File: src/rtl/spi_frame_pkg.sv
// Shared types and constants for the 10-bit-frame SPI master.
// SPI_FRAME_MASTER_SEQ_CHK_EN enables the address/data sequence check that uses seq_violation().
package spi_frame_pkg;

  // state      | meaning
  // ST_IDLE    | SS_n high, ready for a command
  // ST_START   | SS_n low, first copy of cmd[9]
  // ST_CMD     | cmd[9] held for the slave's command-check cycle
  // ST_SHIFT   | cmd[9:0] serialised MSB first
  // ST_WAIT_RD | SS_n low, waiting for the slave's read latency
  // ST_RECV    | 8 MISO samples, MSB first
  // ST_GAP     | SS_n high for the inter-frame gap
  typedef enum logic [2:0] {
    ST_IDLE,
    ST_START,
    ST_CMD,
    ST_SHIFT,
    ST_WAIT_RD,
    ST_RECV,
    ST_GAP
  } state_e;

  localparam logic [1:0] CMD_WR_ADDR = 2'b00;
  localparam logic [1:0] CMD_WR_DATA = 2'b01;
  localparam logic [1:0] CMD_RD_ADDR = 2'b10;
  localparam logic [1:0] CMD_RD_DATA = 2'b11;

  localparam int FRAME_BITS = 10;
  localparam int RD_BITS    = 8;

  // A read-data frame needs a pending address; a second address frame would overwrite one.
  function automatic logic seq_violation(input logic [1:0] kind, input logic addr_pend);
    return ((kind == CMD_RD_DATA) && !addr_pend) || ((kind == CMD_RD_ADDR) && addr_pend);
  endfunction

endpackage

File: src/rtl/spi_bit_counter.sv
// Loadable 4-bit down-counter; done_o is high while the count sits at zero.
module spi_bit_counter (
  input  logic       clk,
  input  logic       rst_n,
  input  logic       load_i,
  input  logic [3:0] load_val_i,
  output logic       done_o
);

  logic [3:0] cnt_q;

  always_ff @(posedge clk) begin
    if (!rst_n) begin
      cnt_q <= 4'd0;
    end else if (load_i) begin
      cnt_q <= load_val_i;
    end else if (cnt_q != 4'd0) begin
      cnt_q <= cnt_q - 4'd1;
    end
  end

  assign done_o = (cnt_q == 4'd0);

endmodule

File: src/rtl/spi_frame_master.sv
// Shared-clock SPI initiator: serialises 10-bit commands and captures 8-bit read replies.
// Optional SPI_FRAME_MASTER_SEQ_CHK_EN adds cmd_err and suppresses out-of-sequence frames.
module spi_frame_master
  import spi_frame_pkg::*;
#(
  parameter int unsigned RD_LATENCY = 3,
  parameter int unsigned GAP_CYCLES = 2
) (
  input  logic       clk,
  input  logic       rst_n,
  input  logic       cmd_valid,
  output logic       cmd_ready,
  input  logic [9:0] cmd_word,
  output logic       rd_valid,
  output logic [7:0] rd_data,
  output logic       busy,
  output logic       SS_n,
  output logic       MOSI,
`ifdef SPI_FRAME_MASTER_SEQ_CHK_EN
  output logic       cmd_err,
`endif
  input  logic       MISO
);

  localparam logic [3:0] SHIFT_LOAD = 4'(FRAME_BITS - 1);
  localparam logic [3:0] RECV_LOAD  = 4'(RD_BITS - 1);
  localparam logic [3:0] WAIT_LOAD  = 4'(RD_LATENCY - 1);
  localparam logic [3:0] GAP_LOAD   = 4'(GAP_CYCLES - 1);

  state_e      state_q, state_d;
  logic [9:0]  shift_q, shift_d;
  logic [1:0]  kind_q, kind_d;
  logic [6:0]  rd_shift_q, rd_shift_d;
  logic [7:0]  rd_data_q, rd_data_d;
  logic        rd_valid_q, rd_valid_d;
  logic        ss_n_q, ss_n_d;
  logic        mosi_q, mosi_d;
  logic        ready_q, ready_d;
  logic        busy_q, busy_d;
  logic        cnt_load;
  logic [3:0]  cnt_val;
  logic        cnt_done;
`ifdef SPI_FRAME_MASTER_SEQ_CHK_EN
  logic        pend_q, pend_d;
  logic        err_q, err_d;
`endif

  spi_bit_counter u_cnt (
    .clk        (clk),
    .rst_n      (rst_n),
    .load_i     (cnt_load),
    .load_val_i (cnt_val),
    .done_o     (cnt_done)
  );

  always_comb begin
    state_d    = state_q;
    shift_d    = shift_q;
    kind_d     = kind_q;
    rd_shift_d = rd_shift_q;
    rd_data_d  = rd_data_q;
    rd_valid_d = 1'b0;
    ss_n_d     = ss_n_q;
    mosi_d     = mosi_q;
    ready_d    = 1'b0;
    busy_d     = 1'b1;
    cnt_load   = 1'b0;
    cnt_val    = 4'd0;
`ifdef SPI_FRAME_MASTER_SEQ_CHK_EN
    pend_d     = pend_q;
    err_d      = 1'b0;
`endif
    unique case (state_q)
      ST_IDLE: begin
        ready_d = 1'b1;
        busy_d  = 1'b0;
        ss_n_d  = 1'b1;
        mosi_d  = 1'b0;
        if (cmd_valid && ready_q) begin
          shift_d = cmd_word;
          kind_d  = cmd_word[9:8];
          ready_d = 1'b0;
          busy_d  = 1'b1;
          state_d = ST_START;
          ss_n_d  = 1'b0;
          mosi_d  = cmd_word[9];
`ifdef SPI_FRAME_MASTER_SEQ_CHK_EN
          if (seq_violation(cmd_word[9:8], pend_q)) begin
            state_d  = ST_GAP;
            ss_n_d   = 1'b1;
            mosi_d   = 1'b0;
            err_d    = 1'b1;
            cnt_load = 1'b1;
            cnt_val  = GAP_LOAD;
          end else if (cmd_word[9:8] == CMD_RD_ADDR) begin
            pend_d = 1'b1;
          end else if (cmd_word[9:8] == CMD_RD_DATA) begin
            pend_d = 1'b0;
          end
`endif
        end
      end
      ST_START: begin
        state_d = ST_CMD;
        mosi_d  = shift_q[9];
      end
      ST_CMD: begin
        state_d  = ST_SHIFT;
        mosi_d   = shift_q[9];
        cnt_load = 1'b1;
        cnt_val  = SHIFT_LOAD;
      end
      ST_SHIFT: begin
        if (!cnt_done) begin
          mosi_d  = shift_q[8];
          shift_d = {shift_q[8:0], 1'b0};
        end else if (kind_q == CMD_RD_DATA) begin
          state_d  = ST_WAIT_RD;
          mosi_d   = 1'b0;
          cnt_load = 1'b1;
          cnt_val  = WAIT_LOAD;
        end else begin
          state_d  = ST_GAP;
          ss_n_d   = 1'b1;
          mosi_d   = 1'b0;
          cnt_load = 1'b1;
          cnt_val  = GAP_LOAD;
        end
      end
      ST_WAIT_RD: begin
        if (cnt_done) begin
          state_d  = ST_RECV;
          cnt_load = 1'b1;
          cnt_val  = RECV_LOAD;
        end
      end
      ST_RECV: begin
        rd_shift_d = {rd_shift_q[5:0], MISO};
        if (cnt_done) begin
          rd_data_d  = {rd_shift_q, MISO};
          rd_valid_d = 1'b1;
          ss_n_d     = 1'b1;
          state_d    = ST_GAP;
          cnt_load   = 1'b1;
          cnt_val    = GAP_LOAD;
        end
      end
      ST_GAP: begin
        if (cnt_done) begin
          state_d = ST_IDLE;
          ready_d = 1'b1;
          busy_d  = 1'b0;
        end
      end
      default: begin
        state_d = ST_IDLE;
        ss_n_d  = 1'b1;
        mosi_d  = 1'b0;
        busy_d  = 1'b0;
      end
    endcase
  end

  always_ff @(posedge clk) begin
    if (!rst_n) begin
      state_q    <= ST_IDLE;
      shift_q    <= 10'd0;
      kind_q     <= 2'd0;
      rd_shift_q <= 7'd0;
      rd_data_q  <= 8'd0;
      rd_valid_q <= 1'b0;
      ss_n_q     <= 1'b1;
      mosi_q     <= 1'b0;
      ready_q    <= 1'b0;
      busy_q     <= 1'b0;
`ifdef SPI_FRAME_MASTER_SEQ_CHK_EN
      pend_q     <= 1'b0;
      err_q      <= 1'b0;
`endif
    end else begin
      state_q    <= state_d;
      shift_q    <= shift_d;
      kind_q     <= kind_d;
      rd_shift_q <= rd_shift_d;
      rd_data_q  <= rd_data_d;
      rd_valid_q <= rd_valid_d;
      ss_n_q     <= ss_n_d;
      mosi_q     <= mosi_d;
      ready_q    <= ready_d;
      busy_q     <= busy_d;
`ifdef SPI_FRAME_MASTER_SEQ_CHK_EN
      pend_q     <= pend_d;
      err_q      <= err_d;
`endif
    end
  end

  assign cmd_ready = ready_q;
  assign rd_valid  = rd_valid_q;
  assign rd_data   = rd_data_q;
  assign busy      = busy_q;
  assign SS_n      = ss_n_q;
  assign MOSI      = mosi_q;
`ifdef SPI_FRAME_MASTER_SEQ_CHK_EN
  assign cmd_err   = err_q;
`endif

endmodule

File: config.mk
export PLATFORM = sky130hd
export DESIGN_NAME = spi_frame_master
export DESIGN_NICKNAME = d
export VERILOG_FILES = /design/src/rtl/spi_frame_pkg.sv /design/src/rtl/spi_bit_counter.sv /design/src/rtl/spi_frame_master.sv
export SDC_FILE = /design/constraint.sdc
export NUM_CORES = 1
export LEC_CHECK = 0
export ABC_AREA = 1
export CAP_MARGIN = 25
export CORE_MARGIN = 2
export CORE_UTILIZATION = 54
export DETAILED_ROUTE_END_ITERATION = 8
export PLACE_DENSITY = 0.79
export SLEW_MARGIN = 10
export SYNTH_ARGS = -nofsm -noshare
export SYNTH_HDL_FRONTEND = slang
export SYNTH_SLANG_ARGS = --single-unit
File: constraint.sdc
create_clock -name clk -period 1.6 [get_ports clk]
set_clock_uncertainty 0.1 [all_clocks]
set_input_delay 0.32 -clock clk [delete_from_list [all_inputs] [get_ports clk]]
set_output_delay 0.32 -clock clk [all_outputs]
set_load 0.03 [all_outputs]
# [Word level (Yosys, flattened, before mapping)]
# Cells that the tools add are included.
[totals] register_bits=39 in_bits=14 out_inout_bits=13 elab_cells=75
[classes] add_sub_neg=1 n_reduce_logical=17 n_bitwise=1 n_mux=31 n_eq_ne=14
[op_table] operator="case mux 3 bit (7 select lines)" count=1
[op_table] operator="two-way mux 10 bit" count=2
[op_table] operator="case mux 10 bit (2 select lines)" count=1
[op_table] operator="two-way mux 3 bit" count=6
[op_table] operator="case mux 4 bit (4 select lines)" count=1
[op_table] operator="!= test 2 bit, second input constant" count=7
[op_table] operator="two-way mux 1 bit" count=10
[op_table] operator="== test 3 bit, second input constant" count=3
[op_table] operator="two-way mux 4 bit" count=2
[op_table] operator="case mux 1 bit (4 select lines)" count=2
[op_table] operator="== test 3 x 2 -> 1 bit, second input constant" count=2
[op_table] operator="two-way mux 2 bit" count=3
[op_table] operator="AND reduction 2 bit" count=3
[op_table] operator="OR reduction 3 bit" count=2
[op_table] operator="AND reduction 5 bit" count=1
[op_table] operator="OR reduction 5 bit" count=1
[op_table] operator="logical NOT 4 bit" count=1
[op_table] operator="case mux 1 bit (2 select lines)" count=2
[op_table] operator="AND reduction 4 bit" count=1
[op_table] operator="nonzero test 2 bit" count=2
[op_table] operator="nonzero test 4 bit" count=1
[op_table] operator="OR reduction 4 bit" count=1
[op_table] operator="subtractor 4 x 1 -> 4 bit, second input constant" count=1
[op_table] operator="== test 3 x 1 -> 1 bit, second input constant" count=1
[op_table] operator="other kinds (7)" count=7

# [Longest topological paths before layout]
# Gate-level depths: netlist (run 1).
[logic_depth] ltp_word=5 ltp_mapped=10 mapped_depth_nobuf=9

# [By module]
# Synthesis (run 1) repeated with hierarchy kept, for this count alone.
[hier_totals] cells_unflattened=269 hier_area_um2=1893.1
[by_module_without_submodules] mod="spi_frame_master" seq_area_each_um2=700.7 n_inst=1 area_per_inst_um2=1645.3 cells_each=229
[by_module_without_submodules] mod="spi_bit_counter" seq_area_each_um2=80.1 n_inst=1 area_per_inst_um2=247.7 cells_each=40

# [Worst setup path after synthesis (run 1)]
# OpenSTA, ideal clock, no wires.
[synth_timing] kind="reg2reg" start="reg u_cnt.cnt_q[0]" end="reg u_cnt.cnt_q[0]" setup_ns=0.066 path_slack_ns=0.153 stages_incl_launch_ff=8 path_buffers=0 synth_period_minus_slack_ns=1.447 arrival_ns=1.281 required_time_ns=1.434 path_cell_list="dfxtp_1 inv_1 ha_1 nand2_2 clkinv_2 a21oi_2 o21ai_0 a21oi_2"
[synth_via] elab_chain_cells=4 elab_cells_between_ends=12 classes_between="add/sub (1); mux (8); reduce/logical (3)"
[synth_rtl] element="from (decl)" line="spi_bit_counter.sv:10" rtl="logic [3:0] cnt_q;"
[synth_rtl] element="from (signal assigned)" line="spi_bit_counter.sv:16" rtl="cnt_q <= load_val_i;"
[synth_rtl] element="from (signal assigned)" line="spi_bit_counter.sv:18" rtl="cnt_q <= cnt_q - 4'd1;"
[synth_rtl] element="branches (longest 4 deep; another with subtractor 4 x 1 -> 4 bit)"
# Parallel ways; which one is timed is not known. The select of a mux whose other input is x is not followed.
# A chain may end at the register's enable or synchronous reset.

# [Worst setup path after layout (run 1)]
[layout_timing] start="reg mosi_q, in the netlist MOSI" end="out MOSI"
[layout_rtl] element="from (decl)" line="spi_frame_master.sv:37" rtl="logic mosi_q, mosi_d;"
[layout_rtl] element="from (signal assigned)" line="spi_frame_master.sv:188" rtl="mosi_q <= mosi_d;"
[layout_rtl] element="to (decl)" line="spi_frame_master.sv:18" rtl="output logic MOSI,"
# No word-level cell between the ends.

==> metrics.txt, run 1 <==
# TYPE chip_impl_metric gauge
chip_impl_info{name="outcome",value="finished clean"} 1
chip_impl_metric{name="number_of_clock_sinks",unit=""} 39
chip_impl_info{name="hold_class",value="reg -> reg"} 1
chip_impl_metric{name="yosys.area_share.adder",unit=""} 0.01952
chip_impl_metric{name="die-width",unit="um"} 63.68
chip_impl_metric{name="grt_overflow_total",unit=""} 0
chip_impl_metric{name="synth_nets",unit=""} 270
chip_impl_metric{name="ir_worst_vdd",unit="V"} 0.0008740
chip_impl_metric{name="power_per_cell_area",unit="nW/um^2"} 1462
chip_impl_metric{name="synth_simple_gate_area_share",unit=""} 0.3383
chip_impl_metric{name="first_iter_violations",unit=""} 112
chip_impl_info{name="cpMaxStageDelayCell",value="dlygate4sd2_1"} 1
chip_impl_metric{name="dpl.hpwl",unit="um"} 2851
chip_impl_metric{name="post_drt_via_cell_ratio",unit=""} 5.179
chip_impl_metric{name="preCtsSetupSlack",unit="ns"} -0.1273
chip_impl_metric{name="effective_utilization_at_floorplan",unit=""} 0.5674
chip_impl_info{name="setup.worst_path.class",value="reg -> out"} 1
chip_impl_metric{name="die_y",unit="um"} 63.68
chip_impl_info{name="hp-start",value="kind_q[0]"} 1
chip_impl_info{name="post-synth-top-area-cell",value="dfxtp_1"} 1
chip_impl_info{name="critPathCaptureType",value="output pin"} 1
chip_impl_metric{name="synthArstFlopShare",unit=""} 0
chip_impl_metric{name="r2r_cells",unit=""} 7
chip_impl_metric{name="maximum_count_of_clock_buffers_along_a_single_path",unit=""} 2
chip_impl_metric{name="cts.reportedPaths.clkPinSlew",unit="ns"} 0.12
chip_impl_metric{name="antenna_found_initial",unit=""} 0
chip_impl_metric{name="synth_edf_count",unit=""} 0
chip_impl_info{name="timing.critical_path.max_delay_family",value="buffers and inverters"} 1
chip_impl_metric{name="area_growth_syn_to_layout",unit="%"} 24.66
chip_impl_metric{name="rows",unit=""} 21
chip_impl_metric{name="via_count_of_the_first_global_routing_pass",unit=""} 1683
chip_impl_metric{name="grt_first_pass_wirelength",unit="um"} 7120
chip_impl_metric{name="cts_made_buffers",unit=""} 5
chip_impl_info{name="synth_top_cells_by_count",value="nand2_1 (67), dfxtp_1 (39), nor2_1 (24)"} 1
chip_impl_info{name="synth_ff_type",value="dfxtp_1"} 1
chip_impl_info{name="most_repeated_cell_in_the_gate_level_netlist_after_synthesis",value="nand2_1"} 1
chip_impl_metric{name="post_synth.cell_area_avg",unit="um^2"} 7.601
chip_impl_info{name="worst_setup_path_start_kind",value="flop"} 1
chip_impl_metric{name="setup_ws",unit="ns"} 0.07997
chip_impl_metric{name="postSynthRegisterBits",unit=""} 39
chip_impl_metric{name="pin_count_of_the_biggest_net_entering_global_routing",unit=""} 17
chip_impl_metric{name="nets",unit=""} 311
chip_impl_metric{name="final-instance-count-excl-fill",unit=""} 341
chip_impl_metric{name="synth_xor_area_frac",unit=""} 0
chip_impl_metric{name="hold-path-cell-count",unit=""} 2
chip_impl_metric{name="finalMaxSlewViolations",unit=""} 0
chip_impl_metric{name="fmax",unit="MHz"} 657.9
chip_impl_metric{name="fp.dieArea",unit="um^2"} 4055
chip_impl_info{name="hold_end",value="kind_q[0]"} 1
chip_impl_metric{name="routed_wirelength",unit="um"} 4004
chip_impl_metric{name="grtUsageTotal",unit=""} 0.2233
chip_impl_metric{name="ctsHtreeMaxLevel",unit=""} 2
chip_impl_info{name="cts_tree",value="yes"} 1
chip_impl_info{name="synth.top_cells.by_area",value="dfxtp_1 (41%), nand2_1 (13%), a21oi_1 (4.7%), nor2_1 (4.7%), o21ai_0 (4.2%)"} 1
chip_impl_metric{name="drv.max_cap_violation_count",unit=""} 0
chip_impl_metric{name="time_the_final_worst_path_needs_with_i_o_delays_and_setup",unit="ns"} 1.520
chip_impl_metric{name="route.detailed.drc",unit=""} 0
chip_impl_metric{name="drt_pre_antenna_iters",unit=""} 4
chip_impl_metric{name="synth-compound-area-share",unit=""} 0.1516
chip_impl_metric{name="worst-endpoint-arrival",unit="ns"} 1.10
chip_impl_metric{name="yosysWarningCount",unit=""} 0
chip_impl_metric{name="routability_congestion_estimate_from_global_placement",unit=""} 0.8254
chip_impl_metric{name="post-layout-total-power",unit="mW"} 3.506
chip_impl_metric{name="fillCellCount",unit=""} 287
chip_impl_metric{name="holdBufCountCts",unit=""} 0
chip_impl_metric{name="post_synth_inst_count",unit=""} 253
chip_impl_metric{name="timing.critical_path.slowest_cell_delay",unit="ns"} 0.40
chip_impl_metric{name="post-route-period-util",unit=""} 0.9500
chip_impl_metric{name="cp.buffers_inverters",unit=""} 1
chip_impl_metric{name="io_buffers",unit=""} 26
chip_impl_metric{name="drive_gt1_frac",unit=""} 0.2000
chip_impl_metric{name="ys_seq_area_frac",unit=""} 0.4060
chip_impl_info{name="worstReg2RegStart",value="u_cnt.cnt_q[0]"} 1
chip_impl_metric{name="core-area",unit="um^2"} 3390
chip_impl_metric{name="final_hold_viol_count",unit=""} 0
chip_impl_info{name="grt_setup_unrepaired",value="false"} 1
chip_impl_metric{name="route.vias.total",unit=""} 1766
chip_impl_metric{name="netlist.area_leader.share",unit=""} 0.4060
chip_impl_metric{name="max_slew_margin",unit=""} 0.7012
chip_impl_metric{name="pleak",unit="nW"} 1.136
chip_impl_metric{name="worst-endpoint-required",unit="ns"} 1.18
chip_impl_metric{name="highest_net_fanout_along_the_worst_path",unit=""} 2
chip_impl_metric{name="routed_wire_length_per_instance",unit="um"} 11.74
chip_impl_metric{name="worstSkewPairLatency",unit="ns"} 0.35
chip_impl_metric{name="numPlacedInstances",unit=""} 332
chip_impl_metric{name="synth_mux_area_frac",unit=""} 0
chip_impl_metric{name="synth.cell_area",unit="um^2"} 1923
chip_impl_metric{name="ant_nets",unit=""} 0
chip_impl_metric{name="antenna-diode-count",unit=""} 0
chip_impl_metric{name="synth.lib_cells_used.distinct",unit=""} 28
chip_impl_metric{name="worst_pin_slew",unit="ns"} 0.4477
chip_impl_metric{name="reg2reg_slack",unit="ns"} 0.09
chip_impl_info{name="synth_top_family_by_area",value="simple AND/OR/NAND/NOR gates"} 1
chip_impl_info{name="cts-root-buf",value="clkbuf_4"} 1
chip_impl_metric{name="report.final.setup_viol",unit=""} 0
chip_impl_info{name="crit_path_cell_trace",value="dlygate4sd2_1"} 1
chip_impl_metric{name="io-pin-count",unit=""} 27
chip_impl_info{name="r2r-end",value="shift_q[6]"} 1
[placed cells by master (no fill, tap or decap), types with 2 or more instances in the layout]
cell type,n
nand2_1,67
dfxtp_1,36
nor2_1,24
buf_4,18
a21oi_1,17
inv_1,15
o21ai_0,15
nand3_1,15
clkdlybuf4s50_1,13
dlygate4sd2_1,13
o211a_1,7
inv_2,6
nand2_2,5
nand4_1,5
clkbuf_4,5
a21oi_2,4
nand3_4,3
nand2_4,3
nor2_4,3
o21ai_1,3
ha_1,2
dfxtp_2,2
[how the worst max path moves through the flow]
stage | slack (ns) | endpoint | cells after the start | startpoint
floorplan | 0.15 | u_cnt.cnt_q[0] | 7 | u_cnt.cnt_q[0]
global placement | -0.07 | shift_q[8] | 6 | cmd_valid
finish | 0.08 | MOSI | 1 | MOSI
detailed placement | -0.13 | shift_q[8] | 6 | cmd_valid
global route | 0.008 | cmd_ready | 1 | cmd_ready
CTS | 0.01 | shift_q[8] | 8 | u_cnt.cnt_q[0]
[final cells by class]
type	instances	area, um^2	area share
repair buffers	44	379.1	0.1581
well taps	46	57.56	0.02401
flip-flops and latches	39	787.0	0.3283
clock inverters	3	43.79	0.01827
clock buffers	5	37.54	0.01566
multi-input cells	182	1007	0.4201
inverters	22	85.08	0.03549
[report_power, final]
part,switching (mW),total (mW),internal [mW]
clock network,0.340,0.669,0.329
logic,0.940,1.57,0.626
registers,0.108,1.27,1.16
[cell families (layout without fill, tap and decap cells)]
kind of cell             Yosys count  count (layout)
buffers and inverters             32              74
adder cells (fa/ha/maj)            3               3
flip-flops                        39              39
AND/OR/NAND/NOR                  131             131
AO/OA/AOI/OAI                     48              48
[timing repair]
item / 4_1_cts / 5_1_grt
gates resized for setup: 13 / 11
setup buffers: 1 / 0
setup endpoints to repair: 14 / 22
pin swaps: 1 / 0
[metrics by stage]
stage          hold WS, ns  cell area [um^2]    util  TNS (ns)
5_1_grt             0.4069              2397  0.7073         0
3_3_place_gp        0.3396              2290  0.6755   -0.1027
6_report            0.3680              2397  0.7073         0
3_5_place_dp        0.3447              2290  0.6755   -0.2612
4_1_cts             0.3636              2362  0.6969         0
2_1_floorplan       0.3240              1923       -         0
[registers in the layout, summed over array words and instances, names as in the netlist]
register	count
rd_valid	1
rd_shift_q	7
MOSI	1
u_cnt.cnt_q	4
kind_q	2
state_q	3
cmd_ready	1
busy	1
SS_n	1
shift_q	10
rd_data	8
[metal layers]
metal  wire, um  track usage  vias to the layer above
met3        170      0.06429                        4
li1           -            -                      912
met4         40      0.07337                        0
met2       2053       0.3776                       37
met1       1739       0.2712                      813
met5          0            0                        -
Power figures use the tool's default switching activity.
==> inputs of run 2 (changes only) <==
REMOVE_ABC_BUFFERS = 1   (was unset)
==> metrics.txt, run 2 (synthesis gave the netlist of run 1 again) <==
# TYPE chip_impl_metric gauge
chip_impl_metric{name="route.vias.total",unit=""} 1759
chip_impl_info{name="hold_class",value="reg -> reg"} 1
chip_impl_metric{name="routed_wire_length_per_instance",unit="um"} 11.48
chip_impl_metric{name="io-pin-count",unit=""} 27
chip_impl_metric{name="worstSkewPairLatency",unit="ns"} 0.35
chip_impl_info{name="setup.worst_path.class",value="reg -> out"} 1
chip_impl_metric{name="cts_made_buffers",unit=""} 5
chip_impl_metric{name="routability_congestion_estimate_from_global_placement",unit=""} 0.8485
chip_impl_metric{name="max_ffs_per_register",unit=""} 10
chip_impl_metric{name="timing.hold.ws",unit="ns"} 0.3554
chip_impl_metric{name="post-layout-total-power",unit="mW"} 3.402
chip_impl_metric{name="area_post_placement",unit="um^2"} 2335
chip_impl_metric{name="grt_overflow_total",unit=""} 0
chip_impl_metric{name="time_the_final_worst_path_needs_with_i_o_delays_and_setup",unit="ns"} 1.522
chip_impl_metric{name="maximum_count_of_clock_buffers_along_a_single_path",unit=""} 2
chip_impl_info{name="layout.cells.most_common",value="nand2_1"} 1
chip_impl_info{name="biggest_register",value="shift_q"} 1
chip_impl_metric{name="numPlacedInstances",unit=""} 338
chip_impl_metric{name="die_y",unit="um"} 63.68
chip_impl_metric{name="antenna-diode-count",unit=""} 0
chip_impl_info{name="timing.critical_path.max_delay_family",value="buffers and inverters"} 1
chip_impl_info{name="worst_setup_path_start_kind",value="flop"} 1
chip_impl_metric{name="report.final.setup_viol",unit=""} 0
chip_impl_metric{name="finalMaxSlewViolations",unit=""} 0
chip_impl_metric{name="area_growth_syn_to_layout",unit="%"} 25.11
chip_impl_metric{name="finished_cell_area",unit="um^2"} 2406
chip_impl_metric{name="fmax",unit="MHz"} 657.0
chip_impl_metric{name="antenna_found_initial",unit=""} 0
chip_impl_metric{name="io_buffers",unit=""} 26
chip_impl_metric{name="fin_tns_setup",unit="ns"} 0
chip_impl_info{name="grt_setup_unrepaired",value="true"} 1
chip_impl_info{name="cts_tree",value="yes"} 1
chip_impl_metric{name="ctsHtreeMaxLevel",unit=""} 2
chip_impl_metric{name="nets",unit=""} 316
chip_impl_metric{name="dpl.hpwl",unit="um"} 2919
chip_impl_info{name="cts-root-buf",value="clkbuf_4"} 1
chip_impl_metric{name="routed_wirelength",unit="um"} 3959
chip_impl_metric{name="final_hold_viol_count",unit=""} 0
chip_impl_metric{name="grtUsageTotal",unit=""} 0.2153
chip_impl_metric{name="grt_first_pass_wirelength",unit="um"} 7003
chip_impl_metric{name="die-width",unit="um"} 63.68
chip_impl_metric{name="preCtsSetupSlack",unit="ns"} -0.1241
chip_impl_metric{name="ant_nets",unit=""} 0
chip_impl_metric{name="number_of_clock_sinks",unit=""} 39
chip_impl_metric{name="route.detailed.drc",unit=""} 0
chip_impl_info{name="outcome",value="finished clean"} 1
chip_impl_metric{name="drive_gt1_frac",unit=""} 0.2074
chip_impl_metric{name="cts.reportedPaths.clkPinSlew",unit="ns"} 0.12
chip_impl_metric{name="core-area",unit="um^2"} 3390
chip_impl_info{name="crit_path_cell_trace",value="dlygate4sd2_1"} 1
chip_impl_metric{name="first_iter_violations",unit=""} 118
chip_impl_metric{name="timing.critical_path.slowest_cell_delay",unit="ns"} 0.41
chip_impl_metric{name="final-instance-count-excl-fill",unit=""} 345
chip_impl_metric{name="ir_worst_vdd",unit="V"} 0.0007118
chip_impl_metric{name="via_count_of_the_first_global_routing_pass",unit=""} 1660
chip_impl_metric{name="worst-endpoint-required",unit="ns"} 1.18
chip_impl_metric{name="effective_utilization_at_floorplan",unit=""} 0.5674
chip_impl_metric{name="pleak",unit="nW"} 1.146
chip_impl_metric{name="cp.buffers_inverters",unit=""} 1
chip_impl_metric{name="drv.max_cap_violation_count",unit=""} 0
chip_impl_metric{name="setup_ws",unit="ns"} 0.07783
chip_impl_metric{name="worst_pin_slew",unit="ns"} 0.4616
chip_impl_metric{name="post_drt_via_cell_ratio",unit=""} 5.099
chip_impl_info{name="final_cell_mix",value="nand2_1 (67), dfxtp_1 (37), nor2_1 (24)"} 1
chip_impl_metric{name="worst-endpoint-arrival",unit="ns"} 1.10
chip_impl_metric{name="rows",unit=""} 21
chip_impl_info{name="cpMaxStageDelayCell",value="dlygate4sd2_1"} 1
chip_impl_metric{name="fp.dieArea",unit="um^2"} 4055
chip_impl_metric{name="drt_pre_antenna_iters",unit=""} 4
chip_impl_metric{name="max_slew_margin",unit=""} 0.6919
chip_impl_metric{name="post-route-period-util",unit=""} 0.9514
chip_impl_metric{name="finish.utilization",unit=""} 0.7099
chip_impl_metric{name="power_per_cell_area",unit="nW/um^2"} 1414
chip_impl_metric{name="highest_net_fanout_along_the_worst_path",unit=""} 2
chip_impl_metric{name="pin_count_of_the_biggest_net_entering_global_routing",unit=""} 18
chip_impl_info{name="critPathCaptureType",value="output pin"} 1
[run 2: cell types whose count changed in the layout (fill, tap and decap cells not counted)]
cell	previous run	this run
inv_6	0	1
buf_4	18	23
dfxtp_1	36	37
dfxtp_2	2	1
o21ai_1	3	2
bufinv_16	1	0
o21ai_0	15	16
inv_4	1	0
[run 2: path summary, 6_finish.rpt]
check | slack [ns] | depth (start not counted) | to | from
min reg2reg | 0.36 | 2 | kind_q[0] | kind_q[0]
max | 0.08 | 1 | MOSI | MOSI
min | 0.36 | 2 | kind_q[0] | kind_q[0]
max reg2reg | 0.08 | 7 | shift_q[1] | u_cnt.cnt_q[1]
[run 2: power by group]
group | switching, mW | internal [mW]
clock network | 0.324 | 0.163
logic | 0.935 | 0.690
registers | 0.126 | 1.16
[run 2: layout make-up]
class,instances,area (um^2)
Sequential cell,39,785.8
Clock buffer,5,37.54
Clock inverter,2,13.76
Timing Repair Buffer,49,416.7
Fill cell,272,983.4
Tap cell,46,57.56
Multi-Input combinational cell,182,1007
Inverter,22,87.58
[run 2: metal layers]
layer / up-vias / routed length [um] / GRT usage
met1: 793 / 1843 / 0.2683
met2: 35 / 1887 / 0.3684
met4: 0 / 58 / 0.06793
li1: 923 / - / -
met3: 8 / 169 / 0.04643
met5: - / 0 / 0
[run 2: what timing repair did]
| action | CTS | global route |
|---|---|---|
| gates resized for setup | 15 | 8 |
| setup endpoints to repair | 16 | 8 |
| pin swaps | 0 | 0 |
| buffers inserted | 0 | 0 |
| cloned | 0 | 0 |
| hold endpoints to repair | 0 | 0 |
| hold buffers | 0 | 0 |
==> inputs of run 3 (changes only) <==
CTS_CLUSTER_DIAMETER = 100   (was unset)
MAX_ROUTING_LAYER = met4   (was unset)
==> results of run 3 <==
The final DEF is identical to that of run 2; final timing and power are the same.
Among the figures that moved: final weighted congestion in routability-driven placement 0.8485 -> 0.8619; overall routing resource usage 0.2153 -> 0.2212
